==> src/rtl/future_round_ctrl_if.sv <==
// Control bundle between the FUTURE round controller and the cipher wrapper/datapath.
// The master side is the wrapper; the slave side is the round controller.
interface future_round_ctrl_if #(
   parameter int CW = 4
);
   logic          start;
   logic          abort;
   logic          ack;
   logic          sel;
   logic          reg_en;
   logic          key_en;
   logic [CW-1:0] round;
   logic          last;
   logic          busy;
   logic          done;

   modport master (
      output start,
      output abort,
      output ack,
      input  sel,
      input  reg_en,
      input  key_en,
      input  round,
      input  last,
      input  busy,
      input  done
   );

   modport slave (
      input  start,
      input  abort,
      input  ack,
      output sel,
      output reg_en,
      output key_en,
      output round,
      output last,
      output busy,
      output done
   );
endinterface

==> src/rtl/future_round_ctrl.sv <==
// Round controller for the FUTURE cipher: sequences one block through whitening
// plus ROUNDS rounds and drives the state-input mux select and datapath enables.
module future_round_ctrl #(
   parameter int ROUNDS = 10,
   parameter int CW     = 4
) (
   input  logic              clk,
   input  logic              rst_n,
   future_round_ctrl_if.slave bus
);

   typedef enum logic [1:0] {
      S_IDLE  = 2'd0,
      S_LOAD  = 2'd1,
      S_ROUND = 2'd2,
      S_DONE  = 2'd3
   } state_t;

   localparam logic [CW-1:0] LAST_ROUND = CW'(ROUNDS);
   localparam logic [CW-1:0] FIRST_ROUND = CW'(1);

   state_t        r_state;
   logic          r_sel;
   logic          r_reg_en;
   logic          r_key_en;
   logic [CW-1:0] r_round;
   logic          r_last;
   logic          r_busy;
   logic          r_done;

   logic [CW-1:0] w_round_inc;

   assign w_round_inc = r_round + FIRST_ROUND;

   // Every output is a register written alongside the state, so nothing on the
   // wrapper side ever sees a combinational path from start/abort/ack.
   always_ff @(posedge clk or negedge rst_n) begin
      if (!rst_n) begin
         r_state  <= S_IDLE;
         r_sel    <= 1'b0;
         r_reg_en <= 1'b0;
         r_key_en <= 1'b0;
         r_round  <= '0;
         r_last   <= 1'b0;
         r_busy   <= 1'b0;
         r_done   <= 1'b0;
      end else begin
         case (r_state)
            S_IDLE: begin
               if (bus.start) begin
                  r_state  <= S_LOAD;
                  r_sel    <= 1'b1;
                  r_reg_en <= 1'b1;
                  r_key_en <= 1'b0;
                  r_round  <= '0;
                  r_last   <= 1'b0;
                  r_busy   <= 1'b1;
                  r_done   <= 1'b0;
               end
            end

            S_LOAD: begin
               if (bus.abort) begin
                  r_state  <= S_IDLE;
                  r_sel    <= 1'b0;
                  r_reg_en <= 1'b0;
                  r_key_en <= 1'b0;
                  r_round  <= '0;
                  r_last   <= 1'b0;
                  r_busy   <= 1'b0;
                  r_done   <= 1'b0;
               end else begin
                  r_state  <= S_ROUND;
                  r_sel    <= 1'b0;
                  r_reg_en <= 1'b1;
                  r_key_en <= 1'b1;
                  r_round  <= FIRST_ROUND;
                  r_last   <= (FIRST_ROUND == LAST_ROUND);
                  r_busy   <= 1'b1;
                  r_done   <= 1'b0;
               end
            end

            S_ROUND: begin
               if (bus.abort) begin
                  r_state  <= S_IDLE;
                  r_sel    <= 1'b0;
                  r_reg_en <= 1'b0;
                  r_key_en <= 1'b0;
                  r_round  <= '0;
                  r_last   <= 1'b0;
                  r_busy   <= 1'b0;
                  r_done   <= 1'b0;
               end else if (r_round == LAST_ROUND) begin
                  // Round index freezes at ROUNDS while the result is held.
                  r_state  <= S_DONE;
                  r_sel    <= 1'b0;
                  r_reg_en <= 1'b0;
                  r_key_en <= 1'b0;
                  r_last   <= 1'b0;
                  r_busy   <= 1'b1;
                  r_done   <= 1'b1;
               end else begin
                  r_round  <= w_round_inc;
                  r_last   <= (w_round_inc == LAST_ROUND);
               end
            end

            S_DONE: begin
               if (bus.abort) begin
                  r_state  <= S_IDLE;
                  r_sel    <= 1'b0;
                  r_reg_en <= 1'b0;
                  r_key_en <= 1'b0;
                  r_round  <= '0;
                  r_last   <= 1'b0;
                  r_busy   <= 1'b0;
                  r_done   <= 1'b0;
               end else if (bus.ack && bus.start) begin
                  // Back-to-back block: skip IDLE and reload straight away.
                  r_state  <= S_LOAD;
                  r_sel    <= 1'b1;
                  r_reg_en <= 1'b1;
                  r_key_en <= 1'b0;
                  r_round  <= '0;
                  r_last   <= 1'b0;
                  r_busy   <= 1'b1;
                  r_done   <= 1'b0;
               end else if (bus.ack) begin
                  r_state  <= S_IDLE;
                  r_sel    <= 1'b0;
                  r_reg_en <= 1'b0;
                  r_key_en <= 1'b0;
                  r_round  <= '0;
                  r_last   <= 1'b0;
                  r_busy   <= 1'b0;
                  r_done   <= 1'b0;
               end
            end

            default: begin
               r_state  <= S_IDLE;
               r_sel    <= 1'b0;
               r_reg_en <= 1'b0;
               r_key_en <= 1'b0;
               r_round  <= '0;
               r_last   <= 1'b0;
               r_busy   <= 1'b0;
               r_done   <= 1'b0;
            end
         endcase
      end
   end

   assign bus.sel    = r_sel;
   assign bus.reg_en = r_reg_en;
   assign bus.key_en = r_key_en;
   assign bus.round  = r_round;
   assign bus.last   = r_last;
   assign bus.busy   = r_busy;
   assign bus.done   = r_done;

endmodule

==> src/flat_wrapper.sv <==
// flat-port wrapper written by rule: the top's interface ports become plain ports
module future_round_ctrl_flat 
#(
   parameter int ROUNDS = 10,
   parameter int CW     = 4
)
  (clk, rst_n, bus_start, bus_abort, bus_ack, bus_sel, bus_reg_en, bus_key_en, bus_round, bus_last, bus_busy, bus_done);
  future_round_ctrl_if #(.CW(CW)) bus_i ();
  input  logic clk;
  input  logic rst_n;
  input wire logic [$bits(bus_i.start)-1:0] bus_start;
  input wire logic [$bits(bus_i.abort)-1:0] bus_abort;
  input wire logic [$bits(bus_i.ack)-1:0] bus_ack;
  output wire logic [$bits(bus_i.sel)-1:0] bus_sel;
  output wire logic [$bits(bus_i.reg_en)-1:0] bus_reg_en;
  output wire logic [$bits(bus_i.key_en)-1:0] bus_key_en;
  output wire logic [$bits(bus_i.round)-1:0] bus_round;
  output wire logic [$bits(bus_i.last)-1:0] bus_last;
  output wire logic [$bits(bus_i.busy)-1:0] bus_busy;
  output wire logic [$bits(bus_i.done)-1:0] bus_done;
  assign bus_i.start = bus_start;
  assign bus_i.abort = bus_abort;
  assign bus_i.ack = bus_ack;
  assign bus_sel = bus_i.sel;
  assign bus_reg_en = bus_i.reg_en;
  assign bus_key_en = bus_i.key_en;
  assign bus_round = bus_i.round;
  assign bus_last = bus_i.last;
  assign bus_busy = bus_i.busy;
  assign bus_done = bus_i.done;
  future_round_ctrl #(.ROUNDS(ROUNDS), .CW(CW)) u_core (.clk(clk), .rst_n(rst_n), .bus(bus_i));
endmodule
==> config.mk <==
export PLATFORM = sky130hd
export DESIGN_NAME = future_round_ctrl_flat
export DESIGN_NICKNAME = d
export VERILOG_FILES = /design/src/rtl/future_round_ctrl_if.sv /design/src/rtl/future_round_ctrl.sv /design/src/flat_wrapper.sv
export SDC_FILE = /design/constraint.sdc
export NUM_CORES = 1
export LEC_CHECK = 0
export ABC_CLOCK_PERIOD_IN_PS = 1980
export CORE_UTILIZATION = 49
export DETAILED_ROUTE_END_ITERATION = 7
export PLACE_DENSITY = 0.77
export SYNTH_ARGS = -nofsm -noshare
export SYNTH_HDL_FRONTEND = slang
export SYNTH_SLANG_ARGS = --single-unit
==> constraint.sdc <==
create_clock -name clk -period 1.98 [get_ports clk]
set_clock_uncertainty 0.1 [all_clocks]
set_input_delay 0.396 -clock clk [delete_from_list [all_inputs] [get_ports clk]]
set_output_delay 0.396 -clock clk [all_outputs]
set_load 0.01 [all_outputs]
==> reports/qor.yml, run 1 <==
outcome: "finished clean"
timing.final.crit_period_ns: 1.86
initial_core_util: 0.550
clock_path_buffers: 2
gr-total-overflow: 0
grt_pass1_vias: 569
design.core.area_sq_mm: 0.00135
clock_tree_from_tritoncts: "yes"
antennaDiodeCount: 0
layout_common_cells: "14 x sky130_fd_sc_hd__clkdlybuf4s50_1, 12 x sky130_fd_sc_hd__dfrtp_1, 8 x sky130_fd_sc_hd__buf_4, 7 x sky130_fd_sc_hd__ha_1"
chipHeight_um: 40.9
postRouteWirelength_mm: 1.54
antenna_violations_before_repair: 0
number_of_gates_given_a_new_drive_strength_after_cts: 0
setup_viol: 0
drt_pre_antenna_iters: 4
htree_num_levels: 1
synth_fp_nets: 83
reg2reg_slack_ns: 0.12
worstSetupStartpointType: "register"
clock_pin_slew_on_the_worst_setup_and_hold_paths_ns: 0.08
number_of_filler_instances_in_the_final_layout: 92
finish.net_count: 109
synth.cell_area_sq_um: 742
track_usage: 0.227
cts_inserted_buffers: 3
cts_setup_buffers: 0
clock_insertion_delay_at_the_later_pin_of_the_skew_report_ns: 0.27
gp_congestion: 0.887
grt_start_max_net_pins: 13
register_area_sq_um: 300
postSynthCellCount: 71
grt_setup_unrepaired: "false"
drt_first_iter_violations: 16
power.leakage_uw: 0.000487
ys_seq_area_frac: 0.405
grt_first_pass_wirelength_mm: 2.43
fin_worst_hold_slack_ns: 0.366
post_synthesis_register_bit_count: 12
peakVddDrop_mv: 0.673
remaining_drc_errors: 0
hold_viol: 0
via_density_per_instance: 5.62
top_ports: 15
unique_cell_type_count_in_the_yosys_netlist: 30
synth-warning-count: 0
power.density_mw_per_mm2: 1200
maximum_frequency_from_static_timing_analysis_mhz: 538
cts_hold_repair.buffers: 0
detailedPlacementHpwl_mm: 1.13
syn_to_final_growth_pct: 33.7
syn_area_per_cell_sq_um: 10.5
totalNegativeSetupSlack_ns: 0
drive_above_1_share: 0.167
leading_cell_type_in_the_layout_fill_and_taps_excluded: "sky130_fd_sc_hd__clkdlybuf4s50_1"
max_cap_violations: 0
cts.sink_count: 12
detail_route.wl_per_cell_um: 13.9
critical_path.max_fanout: 6
die_area_sq_mm: 0.00167
multi_input_comb_area_sq_um: 414
fp-row-count: 13
crit_type: "register to register"
max_slew_margin: 0.640
worst_pin_slew_ns: 0.538
cp.arrival_ns: 1.90
die-width_um: 40.9
ant_nets: 0
maxSlewViolCount: 0
numPortBuffers: 14
total_power_of_the_final_layout_uw: 1190
critPathRequiredTime_ns: 2.02
hold_crit_path_type: "input port to async pin"
post-route-period-util: 0.938
clock_tree.root_cell: "sky130_fd_sc_hd__clkbuf_4"
end_kind: "register"
dr_total_vias: 624
[registers in the layout, indices dropped and copies added (netlist names)]
signal,cells
u_core.bus.busy,1
u_core.bus.done,1
u_core.bus.key_en,1
u_core.bus.last,1
u_core.bus.reg_en,1
u_core.bus.round,4
u_core.bus.sel,1
u_core.r_state,2
[worst max-delay path, cell delays in order, from the launching register on]
cell	delay [ns]
sky130_fd_sc_hd__dfrtp_1	0.42
sky130_fd_sc_hd__ha_1	0.24
sky130_fd_sc_hd__nor3b_2	0.17
sky130_fd_sc_hd__a21o_1	0.23
sky130_fd_sc_hd__buf_4	0.17
sky130_fd_sc_hd__o21ai_0	0.25
sky130_fd_sc_hd__o41ai_1	0.16
[cell usage after synthesis (all sizes together)]
| library cell | n | area, sq um |
|---|---|---|
| a21o | 1 | 7.51 |
| a221oi | 1 | 26.3 |
| nand4 | 1 | 6.26 |
| o41ai | 3 | 26.3 |
| nand3 | 1 | 5.00 |
| nand2b | 3 | 18.8 |
| xor2 | 1 | 8.76 |
| ha | 7 | 87.6 |
| a21oi | 5 | 25.0 |
| nand3b | 2 | 27.5 |
| o32a | 1 | 10.0 |
| o21ai | 4 | 20.0 |
| dfrtp | 12 | 300 |
| o22a | 1 | 8.76 |
| buf | 1 | 5.00 |
| xnor2 | 1 | 8.76 |
| and2 | 1 | 6.26 |
| nand2 | 3 | 11.3 |
| inv | 6 | 22.5 |
| o31ai | 1 | 7.51 |
| nand4b | 1 | 8.76 |
| nor3b | 1 | 12.5 |
| nor2 | 6 | 22.5 |
| o21a | 1 | 7.51 |
| o211ai | 1 | 7.51 |
| nor2b | 2 | 12.5 |
| o32ai | 1 | 8.76 |
| or4 | 1 | 7.51 |
| mux2 | 1 | 15.0 |
[report_power, final]
group / internal [uW] / switching (uW)
sequential: 314 / 45.1
combinational: 328 / 300
clock: 112 / 86.9
total: 754 / 432
[cell families after synthesis]
logic type      count (synthesis)  synth area share
fa+ha+maj                       7             0.118
buf+inv                         7            0.0371
simple gates                   22             0.187
flops                          12             0.405
xor+xnor                        2            0.0236
compound gates                 20             0.209
mux                             1            0.0202
[cell type report]
class / count / share of cell area
Tap cell: 15 / 0.0189
Sequential cell: 12 / 0.303
Clock buffer: 4 / 0.0366
Timing Repair Buffer: 22 / 0.202
Inverter: 6 / 0.0227
Multi-Input combinational cell: 52 / 0.417
[path summary, 6_finish.rpt]
kind                       cells past startpoint                     startpoint                              end
setup reg to reg                               6  u_core.r_state[0]$_DFFE_PN0P_  u_core.bus.round[0]$_DFFE_PN0P_
hold reg to reg                                2    u_core.bus.last$_DFFE_PN0P_      u_core.bus.last$_DFFE_PN0P_
hold / removal                                 1                          rst_n  u_core.bus.round[3]$_DFFE_PN0P_
setup / recovery                               6  u_core.r_state[0]$_DFFE_PN0P_  u_core.bus.round[0]$_DFFE_PN0P_
min in group clk                               2    u_core.bus.last$_DFFE_PN0P_      u_core.bus.last$_DFFE_PN0P_
max in group asynchronous                      1                          rst_n      u_core.bus.busy$_DFFE_PN0P_
[routing by layer]
layer | vias to the layer above | wire, um | GRT usage
met2 | 16 | 687 | 0.340
met4 | 0 | 53 | 0.117
met1 | 293 | 725 | 0.301
met3 | 8 | 75 | 0.0543
li1 | 307 | - | -
met5 | - | 0 | 0
[through the flow]
step | util | area (sq um) | worst slack, ns | instances
after floorplan | - | 742 | 0.200 | 71
after global placement | 0.708 | 956 | 0.0353 | 107
after detailed placement | 0.708 | 956 | 0.00322 | 107
after CTS | 0.735 | 992 | 0.143 | 111
after global routing | 0.735 | 992 | 0.0589 | 111
final | 0.735 | 992 | 0.122 | 111
Note: power is estimated with default switching activity, not from simulation.
==> run 2, diff against run 1 <==
--- a/config.mk
+++ b/config.mk
@@ -6,9 +6,10 @@
 export NUM_CORES = 1
 export LEC_CHECK = 0
 export ABC_CLOCK_PERIOD_IN_PS = 1980
-export CORE_UTILIZATION = 49
+export CORE_UTILIZATION = 52
+export CTS_BUF_LIST = sky130_fd_sc_hd__clkbuf_8
 export DETAILED_ROUTE_END_ITERATION = 7
-export PLACE_DENSITY = 0.77
+export PLACE_DENSITY = 0.81
 export SYNTH_ARGS = -nofsm -noshare
 export SYNTH_HDL_FRONTEND = slang
 export SYNTH_SLANG_ARGS = --single-unit
==> reports/qor.yml, run 2 (synthesis results as in run 1) <==
drive_above_1_share: 0.140
max_slew_margin: 0.631
crit_chain: "inv_1 > ha_1 > nor2b_1 > a221oi_4 > mux2_4"
gp_congestion: 0.877
rr_endpoint: "u_core.bus.key_en$_DFFE_PN0P_"
chipHeight_um: 39.8
clock_insertion_delay_at_the_later_pin_of_the_skew_report_ns: 0.24
drt_first_iter_violations: 21
slowest_cp_cell: "sky130_fd_sc_hd__dfrtp_1"
r2r_cells: 5
setup_viol: 0
worst_pin_slew_ns: 0.552
fin_worst_hold_slack_ns: 0.373
gr-total-overflow: 0
total_power_of_the_final_layout_uw: 1240
grt_start_max_net_pins: 13
dr_total_vias: 603
number_of_gates_given_a_new_drive_strength_after_cts: 0
via_density_per_instance: 5.58
peakVddDrop_mv: 0.841
cts_inserted_buffers: 3
maxSlewViolCount: 0
maximum_frequency_from_static_timing_analysis_mhz: 551
cts_setup_buffers: 0
post-route-period-util: 0.916
cp_slowest_stage_delay_ns: 0.39
finish.net_count: 106
numPortBuffers: 14
design.core.area_sq_mm: 0.00132
detail_route.wl_per_cell_um: 14.8
leading_cell_type_in_the_layout_fill_and_taps_excluded: "sky130_fd_sc_hd__clkdlybuf4s50_1"
syn_to_final_growth_pct: 33.2
placedInstanceArea_sq_um: 933
crit_type: "register to register"
worstSetupStartpointType: "register"
critPathRequiredTime_ns: 2.01
clock_tree_from_tritoncts: "yes"
fin_util: 0.750
remaining_drc_errors: 0
die_area_sq_mm: 0.00158
postRouteWirelength_mm: 1.60
worst_path_dominant_cell_family: "flip-flops"
cts_hold_repair.buffers: 0
top_ports: 15
hold_viol: 0
stdcell_area_sq_um: 988
clock_tree.root_cell: "sky130_fd_sc_hd__clkbuf_8"
holdPathStages: 2
detailedPlacementHpwl_mm: 1.19
reg2reg_slack_ns: 0.17
layout_common_cells: "14 x sky130_fd_sc_hd__clkdlybuf4s50_1, 12 x sky130_fd_sc_hd__dfrtp_1, 7 x sky130_fd_sc_hd__ha_1, 6 x sky130_fd_sc_hd__inv_1, 6 x sky130_fd_sc_hd__nor2_1"
grt_setup_unrepaired: "false"
clock_pin_slew_on_the_worst_setup_and_hold_paths_ns: 0.05
critical_path.max_fanout: 4
power.density_mw_per_mm2: 1260
htree_num_levels: 1
timing.rr.start: "u_core.r_state[0]$_DFFE_PN0P_"
hold_crit_path_type: "register to register"
outcome: "finished clean"
timing.final.crit_period_ns: 1.81
drt_pre_antenna_iters: 4
ant_nets: 0
power.leakage_uw: 0.000480
end_kind: "register"
max_cap_violations: 0
antenna_violations_before_repair: 0
largest_reg_flops: 4
initial_core_util: 0.563
cts.sink_count: 12
cp.buffers_inverters: 1
die-width_um: 39.8
track_usage: 0.244
clock_path_buffers: 2
hold_end: "u_core.bus.last$_DFFE_PN0P_"
grt_first_pass_wirelength_mm: 2.43
cp.arrival_ns: 1.84
grt_pass1_vias: 535
fp-row-count: 13
antennaDiodeCount: 0
timing.hold.worst.start: "u_core.bus.last$_DFFE_PN0P_"
run 2: changes by cell type in the layout (fill, tap and decap cells not counted), sizes merged:
| cell | previous run | this run |
|---|---|---|
| buf | 8 | 5 |
run 2: how the worst max path moves through the flow:
stage                                              from                         endpoint  cells after the start
after floorplan           u_core.r_state[0]$_DFFE_PN0P_    u_core.bus.key_en$_DFFE_PN0P_                      5
after global placement                        bus_abort  u_core.bus.round[1]$_DFFE_PN0P_                      5
after detailed placement                      bus_abort  u_core.bus.round[1]$_DFFE_PN0P_                      5
after CTS                 u_core.r_state[0]$_DFFE_PN0P_    u_core.bus.key_en$_DFFE_PN0P_                      5
after global routing      u_core.r_state[0]$_DFFE_PN0P_      u_core.bus.busy$_DFFE_PN0P_                      7
final                     u_core.r_state[0]$_DFFE_PN0P_    u_core.bus.key_en$_DFFE_PN0P_                      5
run 2: per-layer routing:
layer | up-vias | global-route usage | part of all wire
li1 | 302 | - | -
met1 | 281 | 0.298 | 0.49
met2 | 15 | 0.369 | 0.44
met3 | 5 | 0.0852 | 0.053
met4 | 0 | 0.129 | 0.016
met5 | - | 0 | 0
run 2: power by group:
part	leakage (uW)	switching (uW)	internal, uW
Combinational	0.000296	293	312
Sequential	0.000155	48.8	315
Clock	0.0000288	96.5	176
Total	0.000480	439	803
run 2: stage by stage:
step | setup slack [ns] | setup TNS [ns] | instances
global placement | 0.0205 | 0 | 104
global route | 0.0525 | 0 | 108
detailed placement | -0.00167 | -0.00167 | 104
floorplan | 0.200 | 0 | 71
CTS | 0.174 | 0 | 108
finish | 0.166 | 0 | 108
run 2: layout make-up:
cell class,instances,area (sq um)
inverter,6,22.5
timing repair buffer,19,178
multi-input combinational,52,414
clock buffer,4,55.1
sequential,12,300
tap,15,18.8
fill,91,329
run 2: worst min-delay path: cells and delay by family (launching register included):
kind,cells,cell delay [ns]
AO/OA/AOI/OAI,1,0.05
AND/OR/NAND/NOR,1,0.05
flip-flops,1,0.34
